### config.mk
export PLATFORM = sky130hd
export DESIGN_NAME = reg_write_arbiter
export DESIGN_NICKNAME = d
export VERILOG_FILES = /design/src/rtl/reg_bank_pkg.sv /design/src/rtl/rf_onehot_decode.sv /design/src/rtl/reg_write_arbiter.sv
export SDC_FILE = /design/constraint.sdc
export NUM_CORES = 1
export LEC_CHECK = 0
export CAP_MARGIN = 20
export CORE_AREA = 2 2 78 80
export CTS_CLUSTER_DIAMETER = 150
export DETAILED_ROUTE_END_ITERATION = 16
export DIE_AREA = 0 0 80 82
export GPL_TIMING_DRIVEN = 0
export PLACE_DENSITY = 0.82
export SLEW_MARGIN = 20
export SYNTH_ARGS = -nofsm -noshare
export SYNTH_HDL_FRONTEND = slang
export SYNTH_HIERARCHICAL = 1
export SYNTH_SLANG_ARGS = --single-unit
### constraint.sdc
create_clock -name clk -period 3.15 [get_ports clk]
set_input_delay 0.315 -clock clk [delete_from_list [all_inputs] [get_ports clk]]
set_output_delay 0.315 -clock clk [all_outputs]
set_load 0.05 [all_outputs]
### src/rtl/reg_bank_pkg.sv
// Shared register-bank constants and types used by the write-port arbiter and its decoder.
package reg_bank_pkg;
  localparam int NREGS    = 16;
  localparam int ADDR_W   = $clog2(NREGS);
  localparam int DATA_W   = 32;
  localparam int REG_PC   = 15;
  localparam int MAX_WAIT = 3;

  typedef logic [NREGS-1:0] onehot_t;
endpackage

### src/rtl/rf_onehot_decode.sv
// Register index to one-hot bank enable; all-zero when i_en is low.
module rf_onehot_decode
  import reg_bank_pkg::*;
#(
  parameter int AW = ADDR_W,
  parameter int N  = NREGS
) (
  input  logic          i_en,
  input  logic [AW-1:0] i_addr,
  output logic [N-1:0]  o_onehot
);

  always_comb begin
    o_onehot = '0;
    if (i_en) o_onehot[i_addr] = 1'b1;
  end

endmodule

### src/rtl/reg_write_arbiter.sv
// Single write port of the register bank: ALU/LDR arbitration with bounded ALU starvation,
// registered one-cycle write pulse to the level-sensitive bank.
module reg_write_arbiter
  import reg_bank_pkg::*;
#(
  parameter int DATA_W   = reg_bank_pkg::DATA_W,
  parameter int NREGS    = reg_bank_pkg::NREGS,
  parameter int ADDR_W   = reg_bank_pkg::ADDR_W,
  parameter int MAX_WAIT = reg_bank_pkg::MAX_WAIT
) (
  input  logic              clk,
  input  logic              rst_n,
  input  logic              alu_valid,
  output logic              alu_ready,
  input  logic [ADDR_W-1:0] alu_rd,
  input  logic [DATA_W-1:0] alu_data,
  input  logic              ldr_valid,
  output logic              ldr_ready,
  input  logic [ADDR_W-1:0] ldr_rd,
  input  logic [DATA_W-1:0] ldr_data,
  output logic [NREGS-1:0]  wr_enable,
  output logic [DATA_W-1:0] wr_data,
  output logic              pc_written,
  output logic              wr_conflict
);

  localparam int                WAIT_W   = $clog2(MAX_WAIT + 1);
  localparam logic [WAIT_W-1:0] WAIT_MAX = WAIT_W'(MAX_WAIT);
  localparam logic [ADDR_W-1:0] RD_PC    = ADDR_W'(NREGS - 1);

  logic [WAIT_W-1:0] r_wait_cnt;
  logic [NREGS-1:0]  r_wr_enable;
  logic [DATA_W-1:0] r_wr_data;
  logic              r_pc_written;
  logic              r_wr_conflict;

  logic              w_alu_grant;
  logic              w_ldr_grant;
  logic              w_xfer;
  logic [ADDR_W-1:0] w_rd;
  logic [DATA_W-1:0] w_data;
  logic [NREGS-1:0]  w_onehot;

  // LDR normally wins; an ALU request that has lost MAX_WAIT times in a row takes priority.
  assign w_alu_grant = rst_n && alu_valid && (!ldr_valid || (r_wait_cnt == WAIT_MAX));
  assign w_ldr_grant = rst_n && ldr_valid && !w_alu_grant;
  assign w_xfer      = w_alu_grant || w_ldr_grant;
  assign w_rd        = w_alu_grant ? alu_rd   : ldr_rd;
  assign w_data      = w_alu_grant ? alu_data : ldr_data;

  rf_onehot_decode #(
    .AW (ADDR_W),
    .N  (NREGS)
  ) u_decode (
    .i_en     (w_xfer),
    .i_addr   (w_rd),
    .o_onehot (w_onehot)
  );

  always_ff @(posedge clk) begin
    if (!rst_n) begin
      r_wait_cnt    <= '0;
      r_wr_enable   <= '0;
      r_wr_data     <= '0;
      r_pc_written  <= 1'b0;
      r_wr_conflict <= 1'b0;
    end else begin
      r_wr_enable   <= w_onehot;
      if (w_xfer) r_wr_data <= w_data;
      r_pc_written  <= w_xfer && (w_rd == RD_PC);
      r_wr_conflict <= alu_valid && ldr_valid && (alu_rd == ldr_rd);
      if (w_alu_grant || !alu_valid)
        r_wait_cnt <= '0;
      else if (r_wait_cnt != WAIT_MAX)
        r_wait_cnt <= r_wait_cnt + WAIT_W'(1);
    end
  end

  assign alu_ready   = w_alu_grant;
  assign ldr_ready   = w_ldr_grant;
  assign wr_enable   = r_wr_enable;
  assign wr_data     = r_wr_data;
  assign pc_written  = r_pc_written;
  assign wr_conflict = r_wr_conflict;

endmodule

==> impl_metrics.py, run 1 <==
metrics = {
    "hold_path": {
        "hold-path-cell-count": 1,
        "hold_path_end": "r_wait_cnt[0]$_SDFFE_PP0N_",
        "min_from": "r_wait_cnt[0]$_SDFFE_PP0N_",
        "min_path_type": "reg -> reg",
    },
    "timing": {
        "rsz0062_at_grt": "false",
        "worst_pin_slew_ns": 0.5220,
        "post-route-period-util": 0.8687,
        "clock_skew_ns": 0.009033,
        "hold_viol_final": 0,
        "fmax_ghz": 0.3655,
        "slew_headroom": 0.6497,
        "layout_setup_ws_ns": 0.4137,
        "drv_slew": 0,
        "setup_viol": 0,
        "finalSetupTns_ns": 0,
        "layout_min_cycle_time_ns": 2.736,
    },
    "synth": {
        "yosys.area_share.simple": 0.2048,
        "yosysWarnings": 6,
        "ys_top_cells_by_area": "dfxtp_1, mux2i_1, nand3_1, o21ai_1, and2_1",
        "synth_adder_area_share": 0.005672,
        "synth_top_area_frac": 0.4719,
        "synth_nets": 309,
        "synth_top_family_by_area": "simple AND/OR/NAND/NOR gates",
        "synthMuxAreaShare": 0.1480,
        "synth_compound_area_frac": 0.09529,
        "synthXorXnorAreaFrac": 0.01588,
        "synth.largest_area_cell": "dfxtp_1",
        "synthCells": 232,
        "netlist_area_sq_um": 2206,
        "ys_seq_elements": 52,
        "synth-seq-area-share": 0.4719,
        "synth_cell_types": 29,
        "syn_area_per_cell_sq_um": 9.508,
    },
    "placed_design": {
        "post-place-ws_ns": 0.4023,
        "placed_area_sq_um": 3561,
        "io_buffers": 126,
        "gp_congestion": 0.8695,
        "dp_hpwl_um": 4716,
    },
    "outcome": {
        "status": "complete, no violations",
    },
    "floorplan": {
        "boundaryPins": 128,
        "die_h_um": 82,
        "num_rows": 28,
        "core-area_sq_um": 5746,
        "die_area_sq_um": 6560,
        "die_w_um": 80,
        "initial_core_util": 0.3839,
    },
    "drt": {
        "top_layer": "met4",
        "dr.pass1.iters": 4,
        "wirelength_um": 5872,
        "routedLengthMet1_um": 2299,
        "drt_iter0_drc": 41,
        "route.met3.wl_um": 517,
        "vias": 2123,
        "wl_per_cell_um": 13.32,
        "ant_nets": 0,
        "wl_met2_um": 3015,
        "vias_per_cell": 4.814,
        "post-route-drc-count": 0,
    },
    "critical_path": {
        "r2r_cells": 7,
        "worstPathRequired_ns": 2.83,
        "r2r-start": "r_wait_cnt[0]$_SDFFE_PP0N_",
        "crit_type": "reg -> out",
        "crit_path_start_kind": "flip-flop",
        "cp_max_fo": 10,
        "rr_endpoint": "wr_enable[1]$_SDFF_PN0_",
        "cp.arrival_ns": 2.42,
        "r2r_setup_slack_ns": 1.09,
        "endpoint_kind": "output pin",
    },
    "clock_network": {
        "cts_setup_buffers": 0,
        "cts_tree": "yes",
        "cts-buffers-inserted": 5,
        "cts_resized": 0,
        "clkLatencyLatePin_ns": 0.29,
        "cts_sinks": 52,
        "hold_buffers": 0,
        "root_buffer": "clkbuf_8",
        "path_clk_slew_ns": 0.09,
        "cts_buffer_depth": 2,
        "htree_levels": 2,
    },
    "grt": {
        "grtUsageTotal": 0.1800,
        "grt_pass1_wl_um": 9232,
        "grt_overflow": 0,
        "grt_pass1_vias": 2048,
        "grt_max_degree": 16,
        "grt_antenna_before_repair": 0,
    },
    "final_layout": {
        "fillCellCount": 523,
        "n_antenna_cell": 0,
        "fin_nets": 442,
        "syn_to_final_growth_pct": 65.68,
        "final_area_sq_um": 3655,
        "drive_above_1_share": 0.05464,
    },
    "pwr": {
        "power_leakage_nw": 1.545,
        "power.density_nw_per_um2": 423.9,
        "internal_power_mw": 1.076,
        "power_frac_seq": 0.463,
        "ir_drop_mv": 0.2042,
        "power_frac_comb": 0.293,
        "p_clk_frac": 0.244,
        "switchingPower_uw": 472.8,
        "switching_share": 0.3052,
    },
    "run": {
        "drv_cap": 0,
    },
}
## power by group through the flow
stage	clock (mW)	sequential (mW)	combinational (mW)
after floorplan	0	0.871	0.113
after global placement	0	0.731	0.452
after detailed placement	0	0.733	0.457
after CTS	0.393	0.718	0.458
after global routing	0.420	0.723	0.481
final	0.377	0.717	0.454
## kinds of logic after synthesis
| kind of cell | after synthesis |
|---|---|
| mux | 32 |
| xor+xnor | 4 |
| fa+ha+maj | 1 |
| compound gates | 37 |
| simple gates | 87 |
| flops | 52 |
| buf+inv | 19 |
## flip-flops by register name, summed over array words and instances (netlist names)
signal       cells
pc_written       1
r_wait_cnt       2
wr_conflict      1
wr_data         32
wr_enable       16
## worst max-delay path: stages, from the launching register on
cell and delay (ns):
dfxtp_1 0.32, ha_1 0.25, o211ai_4 0.23, buf_8 0.20, buf_8 0.17, and3_1 0.17
clkdlybuf4s50_1 0.80
## synthesized netlist by cell type, drive strengths merged
library cell	number
a31oi	2
and2	16
and3	3
buf	6
clkbuf	10
dfxtp	52
ha	1
inv	3
mux2	2
mux2i	30
nand2	11
nand2b	2
nand3	33
nand3b	2
nor2	12
nor3	6
nor3b	1
o2111a	1
o211ai	1
o21ai	33
or3b	1
xnor2	3
xor2	1
## area by class of cell
cell class                 count  area [sq um]  area share
clock inverter                 1         7.507    0.002054
tap                           75         93.84     0.02568
sequential                    52          1041      0.2848
buffer                        16         117.6     0.03218
multi-input combinational    161          1036      0.2835
clock buffer                   7         86.33     0.02362
inverter                       3         11.26    0.003081
timing repair buffer         126          1261      0.3451
## stage by stage
step | instances | utilization | hold slack, ns | power [mW]
floorplan | 232 | - | 0.4043 | 0.9839
finish | 441 | 0.6361 | 0.4300 | 1.549
detailed placement | 433 | 0.6198 | 0.4209 | 1.190
CTS | 441 | 0.6361 | 0.4348 | 1.569
global route | 441 | 0.6361 | 0.4662 | 1.624
global placement | 433 | 0.6198 | 0.4124 | 1.183
## how the worst max path moves through the flow
stage                                     from                 endpoint  slack (ns)
floorplan           r_wait_cnt[0]$_SDFFE_PP0N_  wr_enable[0]$_SDFF_PN0_        1.17
global placement                     ldr_valid                ldr_ready        0.40
detailed placement                   ldr_valid                ldr_ready        0.40
CTS                 r_wait_cnt[0]$_SDFFE_PP0N_                ldr_ready        0.38
global route        r_wait_cnt[0]$_SDFFE_PP0N_                ldr_ready        0.31
finish              r_wait_cnt[0]$_SDFFE_PP0N_                ldr_ready        0.41
## metal layers
layer,track usage,vias to the layer above
li1,-,1069
met1,0.1947,961
met2,0.3392,87
met3,0.05714,6
met4,0.04576,0
met5,0,-
## layout by cell type (no fill, tap or decap), types with 2 or more instances in the layout
master,n
nand2_1,11
a31oi_1,2
o21ai_1,26
inv_2,2
buf_12,2
and3_1,3
nand3_1,33
nor3_1,5
and2_1,16
buf_8,2
nand3b_1,2
mux2i_1,30
clkdlybuf4s50_1,126
xnor2_1,3
clkbuf_8,6
o21ai_0,7
nand2b_1,2
nor2_1,12
dfxtp_1,52
buf_2,2
clkbuf_1,11
(Power assumes the default switching activity.)
==> inputs of run 2 (changes only) <==
--- a/config.mk
+++ b/config.mk
@@ -8,6 +8,7 @@
 export CAP_MARGIN = 20
 export CORE_AREA = 2 2 78 80
 export CTS_CLUSTER_DIAMETER = 150
+export CTS_CLUSTER_SIZE = 14
 export DETAILED_ROUTE_END_ITERATION = 16
 export DIE_AREA = 0 0 80 82
 export GPL_TIMING_DRIVEN = 0
==> results of run 2 <==
Final layout, timing and power as in run 1 (identical DEF).
==> inputs of run 3 (changes only) <==
--- a/config.mk
+++ b/config.mk
@@ -13,7 +13,6 @@
 export DIE_AREA = 0 0 80 82
 export GPL_TIMING_DRIVEN = 0
 export PLACE_DENSITY = 0.82
-export SLEW_MARGIN = 20
 export SYNTH_ARGS = -nofsm -noshare
 export SYNTH_HDL_FRONTEND = slang
 export SYNTH_HIERARCHICAL = 1
==> results of run 3 <==
Final layout, timing and power as in run 1 (identical DEF).
